--- src/rtl/sdu_display.sv ---
// Storage and display unit: 8x4-bit queue storage with a combinational read port,
// plus a registered scan of the valid entries onto an 8-digit active-low seven-segment display.
module sdu_display #(
   parameter int SCAN_DIV = 100000
) (
   input  logic       clk,
   input  logic       rst,
   input  logic       we,
   input  logic [2:0] wa,
   input  logic [3:0] wd,
   input  logic [2:0] ra,
   output logic [3:0] rd,
   input  logic [7:0] valid,
   input  logic [2:0] p,
   output logic [7:0] an,
   output logic [6:0] seg,
   output logic       dp
);

   localparam int DivW = (SCAN_DIV > 1) ? $clog2(SCAN_DIV) : 1;
   localparam logic [DivW-1:0] DivMax = DivW'(SCAN_DIV - 1);

   logic [3:0]      mem_q [8];
   logic [DivW-1:0] div_q, div_d;
   logic [2:0]      idx_q, idx_d;
   logic [7:0]      an_q, an_d;
   logic [6:0]      seg_q, seg_d;
   logic            dp_q, dp_d;
   logic [3:0]      curEntry;
   logic [6:0]      fontSeg;

   // Queue storage; writes are blocked while reset is held.
   always_ff @(posedge clk) begin
      if (rst) begin
         for (int i = 0; i < 8; i++) mem_q[i] <= 4'd0;
      end else if (we) begin
         mem_q[wa] <= wd;
      end
   end

   assign rd = mem_q[ra];

   // Dwell counter; the digit index advances on the last cycle of each dwell.
   always_comb begin
      div_d = div_q;
      idx_d = idx_q;
      if (div_q == DivMax) begin
         div_d = '0;
         idx_d = idx_q + 3'd1;
      end else begin
         div_d = div_q + DivW'(1);
      end
   end

   always_comb begin
      curEntry = mem_q[idx_q];
      fontSeg  = 7'h7F;
      case (curEntry)
         4'h0: fontSeg = 7'h40;
         4'h1: fontSeg = 7'h79;
         4'h2: fontSeg = 7'h24;
         4'h3: fontSeg = 7'h30;
         4'h4: fontSeg = 7'h19;
         4'h5: fontSeg = 7'h12;
         4'h6: fontSeg = 7'h02;
         4'h7: fontSeg = 7'h78;
         4'h8: fontSeg = 7'h00;
         4'h9: fontSeg = 7'h10;
         4'hA: fontSeg = 7'h08;
         4'hB: fontSeg = 7'h03;
         4'hC: fontSeg = 7'h46;
         4'hD: fontSeg = 7'h21;
         4'hE: fontSeg = 7'h06;
         4'hF: fontSeg = 7'h0E;
         default: fontSeg = 7'h7F;
      endcase
   end

   // Outputs are built from the pre-edge index so an, seg and dp always switch together.
   always_comb begin
      an_d  = ~(8'b1 << idx_q);
      seg_d = valid[idx_q] ? fontSeg : 7'h7F;
      dp_d  = ~(valid[idx_q] && (idx_q == p));
   end

   always_ff @(posedge clk) begin
      if (rst) begin
         div_q <= '0;
         idx_q <= 3'd0;
         an_q  <= 8'hFF;
         seg_q <= 7'h7F;
         dp_q  <= 1'b1;
      end else begin
         div_q <= div_d;
         idx_q <= idx_d;
         an_q  <= an_d;
         seg_q <= seg_d;
         dp_q  <= dp_d;
      end
   end

   assign an  = an_q;
   assign seg = seg_q;
   assign dp  = dp_q;

endmodule

--- config.mk ---
export PLATFORM = sky130hd
export DESIGN_NAME = sdu_display
export DESIGN_NICKNAME = d
export VERILOG_FILES = /design/src/rtl/sdu_display.sv
export SDC_FILE = /design/constraint.sdc
export NUM_CORES = 1
export LEC_CHECK = 0
export BUFFER_PORTS_ARGS = -buffer_cell sky130_fd_sc_hd__buf_2
export CAP_MARGIN = 20
export CORE_ASPECT_RATIO = 2
export CORE_MARGIN = 8
export CORE_UTILIZATION = 35
export CTS_CLUSTER_DIAMETER = 100
export CTS_CLUSTER_SIZE = 40
export DETAILED_ROUTE_END_ITERATION = 8
export PLACE_DENSITY_LB_ADDON = 0.25
export SLEW_MARGIN = 20
export SYNTH_ARGS = -nofsm -noshare
export SYNTH_HDL_FRONTEND = slang
export SYNTH_SLANG_ARGS = --single-unit
export TNS_END_PERCENT = 5
--- constraint.sdc ---
create_clock -name clk -period 2.85 [get_ports clk]
set_input_delay 0.285 -clock clk [delete_from_list [all_inputs] [get_ports clk]]
set_output_delay 0.285 -clock clk [all_outputs]
set_load 0.02 [all_outputs]
-- Word level (Yosys, flattened, before mapping)
Memories as Yosys holds them, arrays and structs flattened. A register that Yosys moved wholly into a read port is not among the register bits.
Cells that the tools add are included.
- logic and storage cells: 31
- output and inout bits: 20
- bits in read-only memories: 112
- flip-flop bits (word level): 29
- bits of input ports: 24
- memories: 2
- memory bits (writable): 32
- memories (memory ; words ; bits a word ; rd ports ; clocked after memory_dff ; write ports ; RTL line ; text):
    (no name shown) ; 16 ; 7 ; 1 ; 1 ; 0 ; 58 ; case (curEntry)
    mem_q ; 8 ; 4 ; 2 ; 1 ; 8 ; 23 ; logic [3:0] mem_q [8];
- order comparisons: 1
- reduce and logical (&&, ||, !) cells: 4
- $add $sub $neg: 2
- equal/unequal tests: 2
- shifts and indexed selects: 1
- muxes and demuxes: 12
- bitwise operators: 3
- operators by type and width (operator ; count):
    adder 17 x 1 -> 17 bit, second input constant ; 1
    == test 17 bit, second input constant ; 1
    2-to-1 mux 3 bit ; 3
    inverter 8 bit ; 1
    << shifter 1 x 3 -> 8 bit, first input constant ; 1
    2-to-1 mux 1 bit ; 7
    less-than comparator 3 x 4 -> 1 bit, second input constant ; 1
    2-to-1 mux 4 bit ; 1
    OR reduction 2 bit ; 2
    OR reduction 4 bit ; 1
    adder 3 x 1 -> 3 bit, second input constant ; 1
    binary-select mux 1 bit (select 3 bit) ; 1
    == test 3 bit ; 1
    inverter 1 bit ; 2
    logical AND 1 bit ; 1

-- Depth between registers and ports, before layout
Gate-level depths: netlist (run 1).
- word-level depth: 5
- depth in mapped cells: 8
- gate-level depth less buffers: 7

-- Worst setup path after synthesis (run 1)
No wires, ideal clock.
- kind: register -> register
- start: register (tool-made name)
- end: register seg_q[4], in the netlist seg[4]
- required time: 2.776 ns
- cell stages (with the launch flop): 9
- setup slack: 0.807 ns
- setup time: 0.074 ns
- path buffers: 1
- data arrival time: 1.969 ns
- clock period less this slack: 2.043 ns
- cells stage by stage: dfxtp_1 > buf_6 > mux4_2 > mux2_2 > inv_1 > ha_1 > nor2_2 > a221o_1 > o211ai_2
- RTL lines (element ; RTL line ; text):
    end, declared ; 27 ; logic [6:0] seg_q, seg_d;

==> key figures, run 1 <==
Clock network
  – CTS Root Cell: clkbuf_16
  – Clk_lat worst skew: between 0.3 and 0.4 ns
  – CTS Buf Count: 9
  – CTS-repair resized insts: 0
  – H-Tree Depth: 3
  – Clk buf depth: 2
  – Worst-path clk slew: approximately 0.060 ns
  – Post-CTS setup buffers: 0
  – CTS tree: built
  – CTS sink cnt: just over 70
  – CTS Hold Bufs: 0

Timing
  – Skew final: about 0.0086 ns
  – Unrepaired setup endpoints after global routing: no
  – Worst Max-Slew Pin Slew: between 0.6 and 0.7 ns
  – Slew headroom: roughly three fifths
  – Hold Fails Final Rpt: 0
  – Hold_ws: 0.200 ns
  – Setup TNS: 0 ns
  – # setup viols final: 0
  – Max Freq: between 0.4 and 0.5 GHz
  – Max Slew Vio Count: 0
  – Tcrit/Tclk final: around 82%
  – Period minus WS final: between 2 and 2.5 ns

Final layout
  – Most common cell after layout, fill and taps aside: buf_2
  – Most frequent cells in the layout: buf_2, dfxtp_1, and2_1
  – Nets@finish: approximately 380
  – Layout cells sized above 1: 28.4%
  – Diodes inserted: 0
  – Area delta synth->final: 16.3%

Hold path
  – Worst hold start: p[2]
  – Hold Crit Depth: 3
  – HP Class: input pin to register
  – Min-Delay Endpoint: dp

Die
  – DIE WIDTH: around 87 um
  – Die height: approximately 160 um
  – Die area: approximately 14000 um^2
  – Initial Util: between 30% and 40%
  – Ports: 44
  – Core region area: roughly 10000 um^2
  – Rows: 52

GRT
  – Initial antenna violation count: 0
  – First-pass GRT wire length: about 13000 um
  – Number of global-route vias before repair: around 2700
  – Tot GR Track Use: 12.8%
  – GRT overflow: 0
  – Largest net degree at the start of global routing: 23

Yosys
  – Count of cell types in the netlist: approximately 50
  – Syn. warnings: 0
  – Mapped cell area: 3570 um^2
  – Mapped Nets: between 300 and 400
  – Top-area cell type share of the netlist area: a little over a quarter
  – Post-Syn Instances: 302
  – EDFF count, synth: 32
  – Most used DFF post-synth: dfxtp_1
  – Synth Register Bits: a little over 70
  – Cell taking the most area after synthesis: edfxtp_1
  – Ranking of synthesized cells by area: edfxtp_1, dfxtp_1, mux4_2, and2_1, ha_1
  – Seq/Total Area, Yosys: roughly half
  – Syn_area_per_cell: between 10 and 15 um^2
  – Async set-reset flop share out of synthesis: 0%

Pwr
  – Power per cell area: around 580 nW/um^2
  – LEAKAGE: 1.52 nW
  – Comb power frac: roughly 8.8%
  – Power share of the clock group: 44.1%
  – Switch share: between 20 and 25%
  – Int Power: about 1.8 mW
  – Worst VDD drop: 0.390 mV
  – Part of the power in registers: 47.2%
  – Total power draw: 2.39 mW
  – Sw Pwr: around 0.55 mW

Critical path
  – Element type at the critical path end: register
  – CP Class: register to register
  – Crit-path leading delay family: multiplexers
  – Worst Path Max Fanout: 7
  – Worst path bufs/invs: 1
  – CP Launch Type: register
  – R2R setup slack: ~0.50 ns
  – Worst Reg-to-Reg Cells: 7
  – RR Endpoint: seg[4]
  – Arr. time, crit path: 2.61 ns
  – Crit path largest cell delay: 0.57 ns
  – CP max-delay cell: dfxtp_1
  – CP required: between 3 and 4 ns
  – Cell chain of the critical path: mux4_2 -> mux2_2 -> inv_1 -> ha_1 -> nor2_2 -> a221o_1 -> o211ai_2

Placement
  – GPL Wtd Cong: a little over 0.8
  – IO buf count: between 40 and 50
  – Post-DP HPWL: ~6600 um

Route
  – Antenna-violating nets left: 0
  – Via count: ~2400
  – DRC viols: 0
  – DR iter-0 viols: 94
  – Vias per inst: between 4 and 5
  – WL/cell: about 17 um
  – Drt pass-1 iters: 4
  – Final wirelength: ~8000 um

Run status
  – Status: finished, final reports clean

Job
  – Max_cap viols: 0
[flip-flops by register name, summed over array words and instances (netlist names), named ones only]
signal / cells
mem_q: 32
div_q: 17
an: 8
seg: 7
idx_q: 3
dp: 1
[layer usage]
layer / GRT usage, % / up-vias / wire length, um / share of wire, %
li1: - / 1145 / - / -
met1: 9.80 / 1144 / 2570 / 31
met2: 25.7 / 57 / 4920 / 60
met3: 2.59 / 30 / 241 / 2.9
met4: 9.39 / 0 / 446 / 5.5
met5: 0 / - / 0 / 0
[cells in the mapped netlist, drive strengths merged, types with 5 or more instances]
library cell and number:
dfxtp 39, mux2 8, or2 9, xnor2 14
ha 13, nor2 33, xor2 5, buf 9
and2 34, nand3 5, inv 10, mux2i 8
edfxtp 32, nor3 6, mux4 16, nand2 15
[final cells by class]
cell class                 instances  area, um^2
inverter                          11        41.3
sequential                        71        1740
clock buffer                      13         262
tap                              135         169
fill                            1005        5860
multi-input combinational        207        1700
timing repair buffer              44         223
clock inverter                     3        18.8
[worst max path at each step]
stage                        start     end  slack, ns  cells after the start
after detailed placement  register  seg[4]       0.50                      7
after global placement    register  seg[4]       0.58                      7
after CTS                 register  seg[4]       0.49                      7
after global routing      register  seg[4]       0.34                      7
final                     register  seg[4]       0.50                      7
after floorplan           register  seg[4]       0.81                      8
[power by group through the flow]
stage / Combinational [mW] / Sequential [mW] / Clock (mW)
after floorplan: 0.137 / 1.15 / 0
after global placement: 0.208 / 1.15 / 0
after detailed placement: 0.212 / 1.15 / 0
after CTS: 0.213 / 1.13 / 1.07
after global routing: 0.229 / 1.13 / 1.11
final: 0.210 / 1.13 / 1.05
[cell families after synthesis]
family / synth area share (%)
buf+inv: 3.61
simple gates: 18.6
mux: 15.3
compound gates: 4.55
fa+ha+maj: 4.55
xor+xnor: 4.66
flops: 48.7
[tightest hold or removal path, cell delays in order]
cell and delay (ns):
buf_2 0.08, xnor2_1 0.05, nand4_1 0.08
[stage by stage]
stage	area (um^2)	util, %	setup slack (ns)	instances
final	4160	41.5	0.499	484
after global routing	4160	41.5	0.344	484
after CTS	4160	41.5	0.488	484
after detailed placement	3880	38.7	0.498	468
after global placement	3880	38.7	0.577	468
after floorplan	3570	-	0.807	302
No activity file was read; power rests on OpenSTA's default activity.
==> inputs of run 2 (changes only) <==
clock period = 2.2 ns   (was 2.85 ns; I/O delays follow)
==> key figures, run 2 (synthesis gave the netlist of run 1 again) <==
Run status
  – Status: finished, final reports clean

Die
  – Core region area: 10000 um^2 (unchanged)
  – Die height: 159 um (unchanged)
  – Initial Util: 35.7% (unchanged)
  – Rows: 52 (unchanged)
  – Ports: 44 (unchanged)
  – DIE WIDTH: 87.5 um (unchanged)
  – Die area: 13900 um^2 (unchanged)

Final layout
  – Most common cell after layout, fill and taps aside: buf_2
  – Area delta synth->final: 18.4%
  – Max reg flops: 32 (unchanged)
  – Diodes inserted: 0 (unchanged)
  – Layout cells sized above 1: 31.0% (+2.7 points)
  – Post-Layout Cell Count: 496 (+2.5%)
  – Top reg by flops: mem_q
  – Nets@finish: 393 (+3.1%)
  – Filler instances: 1019 (+1.4%)
  – Most frequent cells in the layout: buf_2, dfxtp_1, and2_1

Timing
  – Period minus WS final: 2.10 ns (-0.254 ns)
  – Worst Max-Slew Pin Slew: 0.519 ns (-0.0833 ns)
  – Skew final: 0.0110 ns (+0.00245 ns)
  – Final worst slack: 0.103 ns (-0.396 ns)
  – Unrepaired setup endpoints after global routing: no
  – Tcrit/Tclk final: 95.3% (+13 points)
  – Max Freq: 0.477 GHz (+12%)
  – Max Slew Vio Count: 0 (unchanged)
  – Hold Fails Final Rpt: 0 (unchanged)
  – Slew headroom: 65.1% (+5.6 points)
  – # setup viols final: 0 (unchanged)

Critical path
  – Worst Reg-to-Reg Cells: 7 (unchanged)
  – CP Launch Type: register
  – Element type at the critical path end: register
  – Worst Path Max Fanout: 6 (-1)
  – End of the critical path: seg[4]
  – CP required: 2.46 ns (-0.65 ns)
  – RR Endpoint: seg[4]
  – CP Class: register to register
  – Arr. time, crit path: 2.35 ns (-0.26 ns)
  – R2R setup slack: 0.10 ns (-0.40 ns)

Route
  – WL/cell: 16.4 um (-2.9%)
  – DR iter-0 viols: 87 (-7.4%)
  – Drt pass-1 iters: 4 (unchanged)
  – Via count: 2400 (+1.0%)
  – Antenna-violating nets left: 0 (unchanged)
  – DRC viols: 0 (unchanged)
  – Final wirelength: 8130 um (-0.51%)
  – Vias per inst: 4.84 (-1.4%)

Clock network
  – Worst-path clk slew: 0.06 ns (about the same)
  – Post-CTS setup buffers: 0 (unchanged)
  – Clk buf depth: 2 (unchanged)
  – CTS Root Cell: clkbuf_16
  – CTS tree: built
  – Clk_lat worst skew: 0.33 ns (about the same)
  – CTS sink cnt: 71 (unchanged)
  – H-Tree Depth: 3 (unchanged)
  – CTS Buf Count: 9 (unchanged)

Placement
  – Setup WS pre-CTS: -0.00281 ns (-0.501 ns)
  – Post-DP HPWL: 6650 um (+1.2%)
  – IO buf count: 43 (unchanged)
  – Placed insts: 480 (+2.6%)
  – GPL Wtd Cong: 0.828 (about the same)

GRT
  – Initial antenna violation count: 0 (unchanged)
  – Largest net degree at the start of global routing: 16 (-30%)
  – GRT overflow: 0 (unchanged)
  – Number of global-route vias before repair: 2611 (-3.0%)
  – First-pass GRT wire length: 13200 um (-0.68%)
  – Tot GR Track Use: 12.8% (about the same)

Job
  – Max_cap viols: 0 (unchanged)

Pwr
  – LEAKAGE: 1.56 nW (+3.1%)
  – Power per cell area: 716 nW/um^2 (+24%)
  – Worst VDD drop: 0.496 mV (+27%)
  – Total power draw: 3.03 mW (+27%)

Hold path
  – HP Class: input pin to register
  – Worst hold start: p[1]
## run 2: repair_timing
| action | CTS | global route |
|---|---|---|
| hold buffers | 0 | 0 |
| endpoints found under the setup margin | 1 | 0 |
| resized for setup | 1 | 0 |
## run 2: layer usage
| metal | vias up | part of all wire (%) | GRT usage (%) |
|---|---|---|---|
| met5 | - | 0 | 0 |
| met4 | 0 | 4.4 | 8.05 |
| met3 | 21 | 3.0 | 2.90 |
| met2 | 42 | 62 | 25.5 |
| met1 | 1157 | 30 | 10.3 |
| li1 | 1180 | - | - |
## run 2: cell type report
class	instances	area, um^2	share of cell area [%]
tap	135	169	3.99
clock inverter	4	25.0	0.591
sequential	71	1740	41.2
multi-input combinational	207	1700	40.3
inverter	11	41.3	0.976
clock buffer	12	236	5.59
timing repair buffer	56	313	7.39
## run 2: worst min path at each step
stage / end / slack [ns] / cells after the start
6_report: dp / 0.14 / 3
3_3_place_gp: div_q[0] / 0.42 / 1
2_1_floorplan: dp / 0.36 / 2
4_1_cts: dp / 0.14 / 3
5_1_grt: dp / 0.15 / 3
3_5_place_dp: div_q[0] / 0.44 / 1
## run 2: per-stage QoR
| step | hold WS (ns) | cell area, um^2 | utilization, % | setup TNS, ns |
|---|---|---|---|---|
| global route | 0.155 | 4230 | 42.2 | 0 |
| global placement | 0.424 | 3970 | 39.6 | 0 |
| detailed placement | 0.436 | 3970 | 39.6 | -0.00281 |
| finish | 0.144 | 4230 | 42.2 | 0 |
| floorplan | 0.355 | 3570 | - | 0 |
| CTS | 0.136 | 4230 | 42.2 | 0 |
## run 2: critical path, cell delays in order, from the launching register on
cell	delay, ns
dfxtp_2	0.42
mux4_2	0.52
mux2_2	0.30
inv_1	0.11
ha_1	0.27
nor2_2	0.06
a221o_1	0.27
o211ai_2	0.07
## run 2: where the power goes
part           switching, mW  total [mW]  internal [mW]  leakage (nW)
combinational          0.152       0.280          0.129         0.816
clock                  0.528        1.29          0.759         0.123
sequential            0.0282        1.46           1.43         0.624
==> inputs of run 3 (changes only) <==
BUFFER_PORTS_ARGS = -buffer_cell sky130_fd_sc_hd__clkbuf_2   (was -buffer_cell sky130_fd_sc_hd__buf_2)
==> key figures, run 3 (synthesis gave the netlist of run 1 again) <==
Route
  – Drt pass-1 iters: 4 (unchanged)
  – Final wirelength: 8210 um (+0.95%)
  – Via count: 2368 (-1.3%)
  – WL/cell: 16.7 um (+1.8%)
  – Vias per inst: 4.81 (-0.53%)
  – Antenna-violating nets left: 0 (unchanged)
  – DR iter-0 viols: 159 (+83%)
  – DRC viols: 0 (unchanged)

Critical path
  – CP Launch Type: register
  – Worst Path Max Fanout: 6 (unchanged)
  – Worst path bufs/invs: 1 (unchanged)
  – CP Class: register to register
  – Crit-path leading delay family: multiplexers
  – Arr. time, crit path: 2.35 ns (about the same)
  – CP max-delay cell: mux4_2
  – Crit path largest cell delay: 0.51 ns (about the same)
  – Element type at the critical path end: register
  – CP required: 2.47 ns (about the same)
  – Cell chain of the critical path: mux4_2 -> mux2_2 -> inv_1 -> ha_1 -> nor2_2 -> a221o_1 -> o211ai_2

Timing
  – Hold Fails Final Rpt: 0 (unchanged)
  – Hold_ws: 0.140 ns (-0.00385 ns)
  – Worst Max-Slew Pin Slew: 0.455 ns (-0.0644 ns)
  – Period minus WS final: 2.08 ns (-0.0183 ns)
  – Slew headroom: 69.5% (+4.3 points)
  – Unrepaired setup endpoints after global routing: no
  – # setup viols final: 0 (unchanged)
  – Max Slew Vio Count: 0 (unchanged)
  – Skew final: 0.0138 ns (+0.00284 ns)
  – Setup TNS: 0 ns (unchanged)
  – Tcrit/Tclk final: 94.5% (-0.83 points)
  – Max Freq: 0.481 GHz (+0.88%)

Die
  – Core region area: 10000 um^2 (unchanged)
  – Initial Util: 35.7% (unchanged)
  – Die height: 159 um (unchanged)
  – DIE WIDTH: 87.5 um (unchanged)
  – Rows: 52 (unchanged)
  – Die area: 13900 um^2 (unchanged)
  – Ports: 44 (unchanged)

Clock network
  – CTS sink cnt: 71 (unchanged)
  – Post-CTS setup buffers: 0 (unchanged)
  – CTS tree: built
  – H-Tree Depth: 3 (unchanged)
  – CTS Root Cell: clkbuf_16
  – Worst-path clk slew: 0.07 ns (about the same)
  – Clk_lat worst skew: 0.34 ns (about the same)
  – CTS Buf Count: 9 (unchanged)
  – Clk buf depth: 2 (unchanged)
  – CTS Hold Bufs: 0 (unchanged)

Final layout
  – Most common cell after layout, fill and taps aside: clkbuf_2
  – Area delta synth->final: 19.1%
  – Reg area: 1740 um^2 (unchanged)
  – Nets@finish: 389 (-1.0%)
  – Filler instances: 1005 (-1.4%)
  – Top reg by flops: mem_q
  – Most frequent cells in the layout: clkbuf_2, dfxtp_1, and2_1
  – Max reg flops: 32 (unchanged)
  – Layout cells sized above 1: 31.1% (+0.068 points)
  – Finished Cell Area: 4260 um^2 (+0.65%)
  – Diodes inserted: 0 (unchanged)
  – Area of the multi-input gates: 1700 um^2 (unchanged)

Pwr
  – LEAKAGE: 1.60 nW (+2.6%)
  – Worst VDD drop: 0.524 mV (+5.6%)
  – Total power draw: 3.31 mW (+9.4%)
  – Power per cell area: 778 nW/um^2 (+8.7%)

Placement
  – GPL Wtd Cong: 0.845 (+2.1%)
  – IO buf count: 43 (unchanged)
  – DP Area: 3940 um^2 (-0.76%)
  – Post-DP HPWL: 6680 um (+0.34%)

GRT
  – Initial antenna violation count: 0 (unchanged)
  – Tot GR Track Use: 13.0% (+0.19 points)
  – First-pass GRT wire length: 13300 um (+0.79%)
  – Largest net degree at the start of global routing: 16 (unchanged)
  – GRT overflow: 0 (unchanged)
  – Number of global-route vias before repair: 2554 (-2.2%)

Hold path
  – HP Class: input pin to register

Run status
  – Status: finished, final reports clean

Job
  – Max_cap viols: 0 (unchanged)
## run 3: cell types whose count changed in the layout (fill, tap and decap cells not counted), moves of 2 or more
cell        before  now
clkbuf_2         0   43
buf_4           13    9
clkbuf_1         3    0
bufinv_16        0    2
clkinvlp_4       2    0
buf_2           43    0
## run 3: path summary, 6_finish.rpt
kind | endpoint | slack [ns] | start | cells past startpoint
max | seg[4] | 0.12 | register | 7
min | dp | 0.14 | p[0] | 3
max reg2reg | seg[4] | 0.12 | register | 7
min reg2reg | div_q[0] | 0.44 | div_q[0] | 1
## run 3: layout make-up
type	instances	share of cell area [%]
multi-input cells	207	40.0
inverters	11	0.969
well taps	135	3.97
flip-flops and latches	71	40.9
clock buffers	9	5.29
repair buffers	52	6.64
clock inverters	7	2.20
## run 3: what timing repair did
action / 4_1_cts / 5_1_grt
gates resized for setup: 1 / 0
endpoints found under the setup margin: 1 / 0
hold endpoints to repair: 0 / 0
## run 3: stage by stage
step                setup WS, ns  cells  util, %
floorplan                  0.157    302        -
global placement          0.0414    476     39.3
detailed placement        0.0104    476     39.3
CTS                        0.107    492     42.5
global route              0.0272    492     42.5
finish                     0.121    492     42.5
## run 3: worst reg2reg max path, delay by kind of cell, from the launching register on
kind	cells	cell delay (ns)
mux	2	0.81
flops	1	0.42
compound gates	2	0.34
fa+ha+maj	1	0.28
buf+inv	1	0.11
simple gates	1	0.06
## run 3: per-layer routing
metal / track usage (%) / wire (um) / vias up
met1: 10.5 / 2520 / 1147
met3: 2.64 / 235 / 19
met2: 25.9 / 5120 / 40
li1: - / - / 1162
met4: 8.37 / 334 / 0
met5: 0 / 0 / -
## run 3: where the power goes
part           switching (mW)  total, mW  leakage (nW)  internal, mW
clock                   0.578       1.57         0.160         0.995
sequential             0.0300       1.46         0.624          1.43
combinational           0.152      0.278         0.819         0.126
